[config.mk]
export PLATFORM = sky130hd
export DESIGN_NAME = vec_lsu_addr_gen
export DESIGN_NICKNAME = d
export VERILOG_FILES = /design/src/rtl/vec_lsu_addr_gen.sv
export SDC_FILE = /design/constraint.sdc
export NUM_CORES = 1
export LEC_CHECK = 0
export CAP_MARGIN = 30
export CORE_MARGIN = 3
export CORE_UTILIZATION = 65
export CTS_BUF_LIST = sky130_fd_sc_hd__clkbuf_16
export DETAILED_ROUTE_END_ITERATION = 6
export DONT_BUFFER_PORTS = 1
export PLACE_DENSITY = 0.85
export REMOVE_ABC_BUFFERS = 1
export SLEW_MARGIN = 20
export SYNTH_ARGS = -nofsm -noshare
export SYNTH_HDL_FRONTEND = slang
export SYNTH_SLANG_ARGS = --single-unit
export TNS_END_PERCENT = 20
[constraint.sdc]
create_clock -name clk -period 5.9 [get_ports clk]
set_clock_uncertainty 0.2 [all_clocks]
set_input_delay 0.295 -clock clk [delete_from_list [all_inputs] [get_ports clk]]
set_output_delay 0.295 -clock clk [all_outputs]
set_load 0.005 [all_outputs]
[src/rtl/vec_lsu_addr_gen.sv]
// Vector load address generator: walks elements 0..vl-1 of one decoded vector load,
// issues one word-aligned read per element with byte enables, and tracks responses.
module vec_lsu_addr_gen #(
  parameter int XLEN      = 32,
  parameter int MAX_OUTST = 4
) (
  input  logic              clk,
  input  logic              reset_n,
  input  logic              ld_valid,
  output logic              ld_ready,
  input  logic [1:0]        ld_mop,
  input  logic [XLEN-1:0]   ld_base,
  input  logic [XLEN-1:0]   ld_stride,
  input  logic [1:0]        ld_sew,
  input  logic [XLEN-1:0]   ld_vl,
  output logic [XLEN-1:0]   elem_idx,
  input  logic [XLEN-1:0]   idx_offset,
  output logic              mem_req_valid,
  input  logic              mem_req_ready,
  output logic [XLEN-1:0]   mem_addr,
  output logic [XLEN/8-1:0] mem_byte_en,
  input  logic              mem_rsp_valid,
  output logic              busy,
  output logic              done,
  output logic              err
);

  localparam int LANES = XLEN / 8;
  localparam int OFF_W = $clog2(LANES);
  localparam int CNT_W = $clog2(MAX_OUTST) + 1;

  typedef enum logic [1:0] {
    IDLE   = 2'b00,
    ISSUE  = 2'b01,
    DRAIN  = 2'b10,
    FINISH = 2'b11
  } state_t;

  state_t state, state_nxt;

  logic [1:0]       mop_q;
  logic [1:0]       sew_q;
  logic [XLEN-1:0]  base_q;
  logic [XLEN-1:0]  stride_q;
  logic [XLEN-1:0]  vl_q;
  logic [XLEN-1:0]  acc_q;
  logic             err_q;
  logic [CNT_W-1:0] outst_q;

  logic [XLEN-1:0]  ea;
  logic [LANES-1:0] elem_mask;
  logic             misaligned;
  logic             accept;
  logic             req_fire;
  logic             rsp_take;
  logic             last_elem;

  assign accept    = ld_valid && ld_ready;
  assign req_fire  = mem_req_valid && mem_req_ready;
  // A response with nothing outstanding is stray and must not underflow the counter.
  assign rsp_take  = mem_rsp_valid && (outst_q != '0);
  assign last_elem = (elem_idx == vl_q - XLEN'(1));

  // NOTE: every combinational output gets a default first, so no path leaves it unassigned and no latch is inferred.
  always_comb begin
    ea = base_q;
    case (mop_q)
      2'b00:   ea = base_q + (elem_idx << sew_q);
      2'b10:   ea = acc_q;
      default: ea = base_q + idx_offset;
    endcase
  end

  always_comb begin
    misaligned = 1'b0;
    elem_mask  = '0;
    case (sew_q)
      2'b00: elem_mask[0] = 1'b1;
      2'b01: begin
        elem_mask[1:0] = '1;
        misaligned     = ea[0];
      end
      default: begin
        elem_mask[3:0] = '1;
        misaligned     = (ea[1:0] != 2'b00);
      end
    endcase
  end

  assign ld_ready      = (state == IDLE);
  assign busy          = (state != IDLE);
  assign done          = (state == FINISH);
  assign err           = done && err_q;
  assign mem_req_valid = (state == ISSUE) && (outst_q < CNT_W'(MAX_OUTST)) && !misaligned;
  assign mem_addr      = mem_req_valid ? {ea[XLEN-1:OFF_W], {OFF_W{1'b0}}} : '0;
  assign mem_byte_en   = mem_req_valid ? (elem_mask << ea[OFF_W-1:0]) : '0;

  always_comb begin
    state_nxt = state;
    case (state)
      IDLE: begin
        if (accept)
          state_nxt = ((ld_vl == '0) || (ld_sew == 2'b11)) ? FINISH : ISSUE;
      end
      ISSUE: begin
        if (misaligned || (req_fire && last_elem))
          state_nxt = DRAIN;
      end
      DRAIN: begin
        if ((outst_q == '0) || ((outst_q == CNT_W'(1)) && rsp_take))
          state_nxt = FINISH;
      end
      FINISH:  state_nxt = IDLE;
      default: state_nxt = IDLE;
    endcase
  end

  // NOTE: sequential state uses non-blocking assignments so every register samples pre-edge values.
  always_ff @(posedge clk or negedge reset_n) begin
    if (!reset_n) state <= IDLE;
    else          state <= state_nxt;
  end

  // All command registers are reset too, so a mid-operation reset leaves no stale address on the bus.
  always_ff @(posedge clk or negedge reset_n) begin
    if (!reset_n) begin
      mop_q    <= '0;
      sew_q    <= '0;
      base_q   <= '0;
      stride_q <= '0;
      vl_q     <= '0;
      acc_q    <= '0;
      err_q    <= 1'b0;
      elem_idx <= '0;
    end else if (accept) begin
      mop_q    <= ld_mop;
      sew_q    <= ld_sew;
      base_q   <= ld_base;
      stride_q <= ld_stride;
      vl_q     <= ld_vl;
      acc_q    <= ld_base;
      err_q    <= (ld_sew == 2'b11);
      elem_idx <= '0;
    end else begin
      if (req_fire) begin
        elem_idx <= elem_idx + XLEN'(1);
        acc_q    <= acc_q + stride_q;
      end
      if ((state == ISSUE) && misaligned)
        err_q <= 1'b1;
    end
  end

  always_ff @(posedge clk or negedge reset_n) begin
    if (!reset_n) begin
      outst_q <= '0;
    end else begin
      case ({req_fire, rsp_take})
        2'b10:   outst_q <= outst_q + CNT_W'(1);
        2'b01:   outst_q <= outst_q - CNT_W'(1);
        default: outst_q <= outst_q;
      endcase
    end
  end

endmodule

* Word level (Yosys, flattened, before mapping) *
Cells that the tools add are included.

cells by class
  eq/ne operators = 13
  reductions and logical operators = 26
  add/subtract/negate cells = 7
  shift operators = 2
  magnitude comparators = 1
  muxes and demuxes = 18

operators by type and width
  cell                                                                      number
  32-bit 2-to-1 mux                                                         5
  32-bit adder                                                              3
  32-bit one-hot mux with 2 select lines                                    1
  32-bit by 1-bit adder with 32-bit output (second input constant)          1
  32-bit == test                                                            1
  32-bit zero test                                                          1
  32-bit by 2-bit left shift with 32-bit output                             1
  32-bit by 1-bit subtractor with 32-bit output (second input constant)     1
  2-bit == test (second input constant)                                     5
  2-bit 2-to-1 mux                                                          5
  2-bit nonzero test                                                        5
  1-bit logical AND                                                         9
  2-bit one-hot mux with 4 select lines                                     1
  2-bit by 1-bit == test with 1-bit output (second input constant)          3
  2-bit zero test                                                           3
  3-bit one-hot mux with 2 select lines                                     1
  4-bit 2-to-1 mux                                                          1
  2-bit by 1-bit inequality test with 1-bit output (second input constant)  2
  4-bit by 2-bit left shift with 4-bit output                               1
  3-bit by 1-bit adder with 3-bit output (second input constant)            1
  3-bit by 1-bit == test with 1-bit output (second input constant)          1
  3-bit zero test                                                           1
  1-bit logical OR                                                          3
  3-bit < comparator (second input constant)                                1
  8 further kinds                                                           10

storage, ports and cells
  input bits = 137
  logic and storage cells = 77
  register bits after elaboration = 170

* Longest topological paths before layout *
Gate-level depths: netlist (run 1).

  depth after elaboration = 12
  depth in mapped cells = 21

* Worst setup path after synthesis (run 1) *
Ideal clock, no wire load.

  path type = reg2out
  start point = register sew_q[1]
  end point = output port mem_addr[29]
  required time = 5.405 ns
  path slack = 1.200 ns
  buffers on the path = 2
  stages on the path, launching flop included = 15
  arrival = 4.205 ns
  cells stage by stage = dfrtp_1 > clkbuf_1 > clkbuf_1 > mux4_2 > mux2_2 > ha_1 > a21oi_1 > o21ai_0 > a31oi_1 > o311ai_1 > a221o_1 > a311oi_1 > a21oi_1 > xnor2_1 > o31ai_1

on the way
  word-level cells in the longest chain between the ends = 8

RTL lines
  element                                        RTL line  RTL
  start: declaration                             42        logic [1:0] sew_q;
  start signal: assignment                       137       sew_q <= ld_sew;
  32-bit by 2-bit left shift with 32-bit output  68        2'b00: ea = base_q + (elem_idx << sew_q);
  32-bit adder                                   68
  32-bit one-hot mux with 2 select lines         67        case (mop_q)
  2-bit nonzero test                             85        misaligned = (ea[1:0] != 2'b00);
  1-bit one-hot mux with 2 select lines          77        case (sew_q)
  1-bit zero test                                94        assign mem_req_valid = (state == ISSUE) && (outst_q < CNT_W'(MAX_OUTST)) && !misaligned;
  1-bit logical AND                              94
  32-bit 2-to-1 mux (*)                          95        assign mem_addr = mem_req_valid ? {ea[XLEN-1:OFF_W], {OFF_W{1'b0}}} : '0;
  end: declaration                               20        output logic [XLEN-1:0] mem_addr,

Mark *: on every way between the ends. The rest lies on a longest branch, timed or not.

* Worst setup path in the final report (run 1) *
  start point = register sew_q[0]
  end point = output port mem_addr[29]

The elaborated chain is that of the path after synthesis.

==> results of run 1 <==
worst min-delay path by stage:
| stage | to | cells past startpoint |
|---|---|---|
| after floorplan | acc_q[0] | 0 |
| after global placement | acc_q[19] | 0 |
| after detailed placement | stride_q[19] | 0 |
| after CTS | state[1] | 5 |
| after global routing | state[1] | 5 |
| final | state[1] | 5 |
flip-flops by register name, indices dropped and copies added (netlist names):
signal,count
elem_idx,32
err_q,1
state,2
sew_q,2
stride_q,32
mop_q,2
vl_q,32
base_q,32
outst_q,3
acc_q,32
cell families after synthesis:
logic type | Yosys count | share of synthesized area, %
AOI/OAI and AO/OA | 333 | 15.7
xor gates and xnor gates | 123 | 8.42
adders and majority gates | 75 | 7.46
buffers and inverters | 123 | 3.71
DFF | 170 | 33.3
muxes | 66 | 7.32
other | 1 | 0.0293
and+or+nand+nor | 685 | 24.1
layout by cell type (no fill, tap or decap), types with 31 or more instances in the layout:
master,instances
ha_1,73
a21oi_1,111
nor2_1,100
dfrtp_1,169
nand2_1,399
o21ai_0,88
dlygate4sd3_1,101
xor2_1,49
inv_1,31
xnor2_1,74
report_power, final:
group	total [mW]	leakage, nW	switching [mW]	internal (mW)
clock network	1.11	0.258	0.520	0.588
logic	4.54	4.24	2.68	1.86
registers	2.11	2.16	0.490	1.62
per-layer routing:
layer | global-route usage, % | share of wire, % | vias up
li1 | - | - | 5559
met1 | 42.6 | 38 | 5715
met2 | 56.9 | 48 | 594
met3 | 10.8 | 10 | 115
met4 | 14.3 | 3.3 | 4
met5 | 0 | 0.042 | -
repair_timing:
item,CTS,global route
buffers inserted,0,0
hold buffers,102,0
resized for setup,0,0
endpoints found under the hold margin,304,0
worst register-to-register path: cells and delay by family (launching register included):
family	cells	cell delay [ns]
compound gates	2	0.77
xor+xnor	1	0.18
fa+ha+maj	1	0.50
buf+inv	3	0.61
flops	1	0.42
mux	1	0.19
simple gates	8	1.97
area by class of cell:
type	count	area share [%]
clock buffer	17	2.94
inverter	31	0.803
antenna	10	0.173
multi-input combinational	1284	55.8
timing repair buffer	113	7.74
tap	260	2.25
sequential	170	29.4
clock inverter	15	0.968
stage by stage:
step	setup slack, ns	hold slack (ns)
floorplan	0.345	-0.201
global placement	1.04	-0.196
detailed placement	0.876	-0.194
CTS	0.397	0.0597
global route	0.0955	0.0930
finish	0.339	0.0501
==> reports/qor.csv, run 1 <==
metric,value,unit
status,"finished, violations left",
failing checks,design-rule violations,
Initial Util,67.2,%
synth unique cells,71,
CP max FO,22,
post-route cell area,14500,sq um
list of most frequent post-synthesis cells,"nand2_1, dfrtp_1, a21oi_1, nor2_1, o21ai_0",
Worst Hold Launch,ld_vl[8],
internal reg-to-reg setup slack,0.93,ns
layout cells sized above 1,6.50,%
DR vias,12000,
"Hold Vio Cnt, Final",0,
Worst Path Buf+Inv,1,
RSZ-0062 raised after global routing,false,
Crit-path slowest cell,dfrtp_1,
CP cell instances,"buf_4, mux4_2, mux2_2, ha_1, nand2_1, nor2_1, a32o_1, a41oi_1, o311ai_1, a221o_1, a311oi_1, a21oi_1, xnor2_1, o31ai_1",
Setup crit start kind,register,
maximum root-to-sink buffer count,2,
Post-synth EDFFs,0,
first-pass GRT wire length,60.2,mm
CTS tree,yes,
"Seq/Total Area, Yosys",33.3,%
CTS Buf Count,17,
I/O Pins,210,
critical path data arrival time,5.07,ns
Reg2Reg Depth,16,
"top cells by area, synth","dfrtp_1, nand2_1, ha_1",
leakage,6.66,nW
DP Wirelength,25.8,mm
FMAX,0.180,GHz
die height,146,um
Crit. End Element,output pin,
drt via density,6.31,
total power,7.76,mW
FF-to-FF Start,mop_q[0],
GRT Residual Overflow,0,
drt wl/cell,19.8,um
final setup fails,0,
reg2reg end,elem_idx[29],
post-synth top area cell,dfrtp_1,
Hold Crit Class,in2reg,
DR iter-0 viols,1025,
"Top FF cell, synth",dfrtp_1,
origin of the worst setup path,sew_q[0],
WL final,37.7,mm
Residual DRC,4,
First-pass DRT Iterations,7,
Area Growth Syn to Fin,13.3,%
Tcrit/Tclk final,94.3,%
Yosys reg bits,170,
vias in the first global route,11800,
pwr dens,536,nW/um^2
Worst VDD drop,0.441,mV
post-route minimum period,5.56,ns
initial antenna violation count,9,
port bufs,0,
largest net degree at the start of global routing,171,
clk sinks,170,
clock transition at the registers of the reported paths,0.07,ns
Slowest Stage Delay on Critical Path,0.86,ns
# rows,50,
Routed Antenna Nets,0,
gpl congestion,0.986,
Multi-input gate area,8080,sq um
fin util,76.2,%
CORE AREA,19000,sq um
Final Max Slew Viols,0,
Slew @ Worst Pin,0.868,ns
Post-synth ARST share,100,%
die area,21400,sq um
slew margin rel.,42.1,%
Critical Path Sink,mem_addr[29],
most frequent cell after synthesis,nand2_1,
cells after synthesis,1576,
Syn. warnings,0,
die width,146,um
later-pin clock latency in the skew report,0.44,ns
# nets final,1829,
post-route setup TNS,0,ns
Yosys top cell area share,33.3,%
syn avg cell area,8.11,sq um
Storage cell area,4260,sq um
"Cell Area, Synth",12800,sq um
H-Tree Depth,4,
Worst EP required,5.41,ns
Total Routing Usage GR,34.6,%
max-cap viol count,0,
Clk Tree Root Cell,clkbuf_16,
Inst Count DP,1756,
critical path class,reg2out,
Placement Cell Area,12900,sq um
cell count along the critical path,14,
"CP delay by family, top",compound AO/OA/AOI/OAI gates,
Non-Filler Instances,1900,
fillers,1380,
Power figures use the tool's default switching activity.
==> run 2: changes to the inputs <==
CORE_ASPECT_RATIO = 0.6   (was unset)
==> run 2 against run 1 <==
  * The flow now finishes without violations
  * Via count fell by 0.51%
  * Global-route usage decreased by 0.61 points
  * Routed wire length shrank 1.6%
  * Register-to-register slack worse by 0.27 ns
  * First-iteration DRC count increased by 9.0%
  * Critical path type unchanged
  * Sequential cell count unchanged
  * Critical endpoint unchanged
==> reports/qor.csv, run 2 (synthesized netlist as in run 1, its figures left out) <==
metric,value,unit,change
gpl congestion,1.01,,+1.9%
Worst EP required,5.41,ns,about the same
H-Tree Depth,4,,unchanged
post-route minimum period,5.57,ns,+0.0129 ns
fin util,75.6,%,-0.57 points
later-pin clock latency in the skew report,0.44,ns,about the same
Final Max Slew Viols,0,,unchanged
CP max FO,28,,+27%
leakage,6.70,nW,+0.71%
pwr dens,535,nW/um^2,-0.16%
Worst VDD drop,0.385,mV,-13%
drt wl/cell,19.5,um,-1.6%
WL final,37.1,mm,-1.6%
FMAX,0.179,GHz,-0.23%
NetSw,3.61,mW,-2.1%
Residual DRC,0,,-4
initial antenna violation count,9,,unchanged
clock network fraction of total power,14.5,%,+0.2 points
Non-Filler Instances,1901,,+0.053%
most frequent cells in the layout,"nand2_1, dfrtp_1, a21oi_1",,
I/O Pins,210,,unchanged
DR vias,11900,,-0.51%
clk sinks,170,,unchanged
die width,187,um,+28%
total power,7.75,mW,about the same
GRT Residual Overflow,0,,unchanged
Tcrit/Tclk final,94.5,%,+0.22 points
"most common cell after layout, fill and taps aside",nand2_1,,
vias in the first global route,11400,,-3.9%
RSZ-0062 raised after global routing,false,,
# nets final,1832,,+0.16%
DR iter-0 viols,1117,,+9.0%
Slew @ Worst Pin,0.899,ns,+0.0313 ns
max-cap viol count,0,,unchanged
"Hold Vio Cnt, Final",0,,unchanged
first-pass GRT wire length,58.7,mm,-2.6%
Hold Crit Class,in2reg,,
layout cells sized above 1,6.38,%,-0.13 points
largest net degree at the start of global routing,171,,unchanged
die area,21400,sq um,+0.26%
slew margin rel.,40.1,%,-2.1 points
First-pass DRT Iterations,5,,-2
Area Growth Syn to Fin,13.4,%,about the same
maximum root-to-sink buffer count,2,,unchanged
Total Routing Usage GR,34.0,%,-0.61 points
DP Wirelength,26.1,mm,+1.3%
final setup fails,0,,unchanged
CORE AREA,19200,sq um,+0.84%
# rows,39,,-22%
Setup crit start kind,register,,
Crit. End Element,output pin,,
Comb pwr share,58.5,%,about the same
status,"finished, final reports clean",,
port bufs,0,,unchanged
clock transition at the registers of the reported paths,0.07,ns,about the same
CTS Buf Count,17,,unchanged
CTS tree,yes,,
Routed Antenna Nets,0,,unchanged
critical path data arrival time,5.08,ns,about the same
die height,115,um,-22%
drt via density,6.27,,-0.56%
P_int,4.14,mW,+1.7%
post-route setup TNS,0,ns,unchanged
Inst Count DP,1764,,+0.46%
critical path class,reg2out,,
Initial Util,66.7,%,-0.56 points
share of power burned in registers,27.1,%,about the same
# resized after CTS,0,,unchanged
sw frac,46.6,%,-0.95 points
Clk Tree Root Cell,clkbuf_16,,
==> run 2: cell types whose count changed in the layout (fill, tap and decap cells not counted) <==
cell        delta
buf_4          +2
bufinv_16      +2
clkbuf_2       +1
clkinv_1       -1
clkinv_2       +3
clkinvlp_4     -5
diode_2        -6
inv_1          +4
inv_6          -3
inv_8          -2
==> run 2: worst paths after layout <==
kind | start | end | depth (start not counted) | slack [ns]
setup / recovery | sew_q[1] | mem_addr[29] | 13 | 0.33
hold / removal | ld_vl[8] | state[1] | 5 | 0.07
setup reg to reg | mop_q[1] | elem_idx[27] | 17 | 0.66
hold reg to reg | stride_q[5] | stride_q[5] | 2 | 0.29
max in group asynchronous | reset_n | sew_q[1] | 2 | 4.43
min in group asynchronous | reset_n | stride_q[27] | 2 | 0.31
==> run 2: area by class of cell <==
class | count | area (sq um)
timing repair buffer | 116 | 1140
clock buffer | 17 | 425
sequential | 170 | 4260
multi-input combinational | 1284 | 8080
clock inverter | 13 | 140
antenna | 4 | 10.0
fill | 1357 | 4680
inverter | 31 | 116
tap | 266 | 333
==> run 2: timing repair <==
action / in CTS / in global routing
endpoints found under the hold margin: 304 / 0
buffers inserted: 0 / 0
hold buffers: 102 / 0
==> run 2: per-layer routing <==
metal	routed length, um	vias up	global-route usage, %
li1	-	5565	-
met1	15800	5652	47.1
met2	15900	633	50.4
met3	4630	66	12.7
met4	693	10	9.51
met5	64	-	0
==> run 2: metrics by stage <==
| stage | setup slack [ns] | hold WS, ns | instance area [sq um] |
|---|---|---|---|
| CTS | 0.453 | 0.0598 | 14500 |
| finish | 0.326 | 0.0674 | 14500 |
| global route | 0.147 | 0.130 | 14500 |
| detailed placement | 0.821 | -0.197 | 12900 |
| global placement | 1.03 | -0.197 | 12900 |
| floorplan | 0.345 | -0.201 | 12400 |
==> run 2: power by group through the flow <==
stage | sequential (mW) | combinational, mW | clock, mW
after floorplan | 2.00 | 3.41 | 0
after global routing | 2.15 | 5.04 | 1.17
after CTS | 2.08 | 4.44 | 1.12
after detailed placement | 2.10 | 4.32 | 0
final | 2.10 | 4.53 | 1.12
after global placement | 2.08 | 4.18 | 0
==> run 2: worst max-delay path, stage by stage, from the launching register on <==
cell	delay (ns)
dfrtp_2	0.69
mux4_2	0.57
mux2_2	0.27
ha_1	0.35
a21oi_1	0.15
o21ai_0	0.14
a32o_1	0.29
a41oi_1	0.39
o311ai_1	0.23
a221o_1	0.41
a311oi_1	0.55
a21oi_1	0.17
xnor2_1	0.15
o31ai_1	0.29
==> run 3: changes to the inputs <==
ABC_AREA = 1   (was unset)
==> run 3 against run 2 <==
  * Largest power group unchanged
  * Critical path type unchanged
  * Sequential power about the same
  * Synthesized cell count grew 32%
  * Register-to-register slack improved by 0.76 ns
  * Design area increased by 6.8%
  * Sequential cell count stayed put
  * Die area increased by 6.2%
  * Largest cell class unchanged
==> reports/qor.csv, run 3 <==
metric,value,unit,change
"top cells by area, synth","dfrtp_1, nand2_1, ha_1",,
slew margin rel.,36.3,%,-3.8 points
Tcrit/Tclk final,84.9,%,-9.6 points
most frequent cells in the layout,"nand2_1, nor2_1, inv_1",,
CTS tree,yes,,
gpl congestion,1.03,,+2.5%
Residual DRC,0,,unchanged
largest net degree at the start of global routing,171,,unchanged
GRT Residual Overflow,0,,unchanged
ANT cells,0,,-4
DR iter-0 viols,1954,,+75%
Final Max Slew Viols,0,,unchanged
I/O Pins,210,,unchanged
"Seq/Total Area, Yosys",31.2,%,-2.0 points
internal reg-to-reg setup slack,1.42,ns,+0.76 ns
Clk Tree Root Cell,clkbuf_16,,
first-pass GRT wire length,74.3,mm,+27%
Yosys top cell area share,31.2,%,-2.0 points
syn avg cell area,6.56,sq um,-19%
Worst VDD drop,0.469,mV,+22%
drt wl/cell,19.6,um,+0.38%
post-synth top area cell,dfrtp_1,,
max-cap viol count,0,,unchanged
clk sinks,170,,unchanged
clock transition at the registers of the reported paths,0.07,ns,about the same
Yosys reg bits,170,,unchanged
pwr dens,603,nW/um^2,+13%
CTS Buf Count,17,,unchanged
post-route minimum period,5.01,ns,-0.567 ns
later-pin clock latency in the skew report,0.45,ns,about the same
drt via density,6.11,,-2.6%
Initial Util,67.2,%,+0.49 points
Worst EP required,5.41,ns,about the same
Total Routing Usage GR,41.4,%,+7.4 points
critical path data arrival time,4.51,ns,-0.57 ns
Crit. End Element,output pin,,
list of most frequent post-synthesis cells,"nand2_1, nor2_1, inv_1, dfrtp_1, o21ai_0",,
# rows,40,,+2.6%
CP max FO,34,,+21%
layout cells sized above 1,4.53,%,-1.8 points
die height,118,um,+3.0%
# resized after CTS,0,,unchanged
RSZ-0062 raised after global routing,false,,
First-pass DRT Iterations,7,,+2
sw frac,53.9,%,+7.4 points
metal1 wirelength,19.9,mm,+26%
cells after synthesis,2077,,+32%
P_int,4.31,mW,+3.9%
critical path class,reg2out,,
Max Used Layer,met5,,
post-route setup TNS,0,ns,unchanged
FMAX,0.200,GHz,+11%
fin util,76.4,%,+0.82 points
Routed Antenna Nets,0,,unchanged
leakage,7.62,nW,+14%
vias in the first global route,13700,,+21%
setup bufs post-CTS,0,,unchanged
H-Tree Depth,4,,unchanged
status,"finished, final reports clean",,
Post-CTS Hold Fix Bufs,103,,+0.98%
Hold Crit Class,in2reg,,
"Hold Vio Cnt, Final",0,,unchanged
# nets final,2363,,+29%
Post-synth ARST share,100,%,unchanged
DP Wirelength,34.1,mm,+31%
die area,22800,sq um,+6.2%
"Cell Area, Synth",13600,sq um,+6.5%
Slew @ Worst Pin,0.956,ns,+0.0570 ns
share of power burned in registers,22.5,%,-4.6 points
Post-synth EDFFs,0,,unchanged
synth unique cells,53,,-25%
most frequent cell after synthesis,nand2_1,,
metal2 WL,19.1,mm,+20%
maximum root-to-sink buffer count,2,,unchanged
CORE AREA,20300,sq um,+5.7%
"Top FF cell, synth",dfrtp_1,,
final setup fails,0,,unchanged
DR WL met3,7.64,mm,+65%
Area Growth Syn to Fin,13.7,%,
die width,193,um,+3.1%
initial antenna violation count,4,,-5
NetSw,5.04,mW,+40%
WL final,47.7,mm,+29%
Syn. warnings,0,,unchanged
Setup crit start kind,register,,
"most common cell after layout, fill and taps aside",nand2_1,,
port bufs,0,,unchanged
clock network fraction of total power,13.1,%,-1.4 points
DR vias,14900,,+25%
Comb pwr share,64.4,%,+5.9 points
-- run 3: cell types whose count changed after synthesis, sizes merged, moves of 18 or more --
cell    delta
inv      +174
mux2      -30
clkbuf    -30
nor2b     -18
xor2      -23
nand2    +280
mux4      -19
nor2     +143
o21ai     +61
nand3     +81
xnor2     -51
-- run 3: cell families after synthesis --
| kind of cell | after synthesis | share of synthesized area, % |
|---|---|---|
| simple gates | 1122 | 34.5 |
| fa+ha+maj | 75 | 7.00 |
| other cells | 1 | 0.0275 |
| compound gates | 383 | 15.9 |
| flops | 170 | 31.2 |
| buf+inv | 275 | 7.81 |
| xor+xnor | 51 | 3.48 |
-- run 3: worst max-delay path, stage by stage (launching register included) --
cell and delay, ns:
dfrtp_1 0.42, nor2_1 0.15, clkinv_1 0.08, buf_4 0.23
nor2_1 0.13, buf_4 0.26, clkinv_1 0.35, o211ai_1 0.28
ha_1 0.30, a21oi_1 0.15, o21ai_1 0.12, a21oi_1 0.31
o21ai_1 0.21, a21oi_1 0.38, o21ai_1 0.15, nand2_1 0.12
nand2_1 0.06, nand2_1 0.07, nand3_1 0.06, nand2_1 0.16
inv_1 0.08
-- run 3: cell type report --
cell class	count	area [sq um]
flip-flops and latches	170	4250
fillers	1560	4780
well taps	273	342
multi-input cells	1633	8310
repair buffers	120	1170
clock inverters	15	193
clock buffers	17	425
inverters	209	788
-- run 3: per-layer routing --
| layer | global-route usage (%) | vias to the layer above |
|---|---|---|
| met5 | 0 | - |
| met4 | 9.64 | 8 |
| met3 | 18.2 | 113 |
| met2 | 56.5 | 983 |
| met1 | 60.0 | 6825 |
| li1 | - | 6967 |
-- run 3: metrics by stage --
step                instances  total power, mW  area [sq um]  hold WS, ns  setup WS [ns]
floorplan                2012             6.14         13300       -0.201         0.0923
global placement         2301             7.52         13800       -0.197           1.62
detailed placement       2301             7.66         13800       -0.197           1.57
CTS                      2436             9.01         15500       0.0692           1.08
global route             2437             10.1         15500       0.0957          0.566
finish                   2437             9.34         15500       0.0940          0.893
-- run 3: power by group through the flow --
stage / registers (mW) / clock network (mW) / logic, mW
2_1_floorplan: 1.96 / 0 / 4.18
3_3_place_gp: 2.08 / 0 / 5.45
3_5_place_dp: 2.08 / 0 / 5.58
4_1_cts: 2.07 / 1.21 / 5.72
5_1_grt: 2.14 / 1.26 / 6.66
6_report: 2.10 / 1.22 / 6.02
-- run 3: worst paths after layout --
kind / startpoint / endpoint / depth (start not counted)
min in group asynchronous: reset_n / stride_q[24] / 2
max: mop_q[1] / mem_addr[22] / 20
max in group asynchronous: reset_n / vl_q[19] / 2
min reg2reg: stride_q[28] / stride_q[28] / 2
max reg2reg: mop_q[1] / elem_idx[4] / 19
min: mem_req_ready / elem_idx[6] / 3
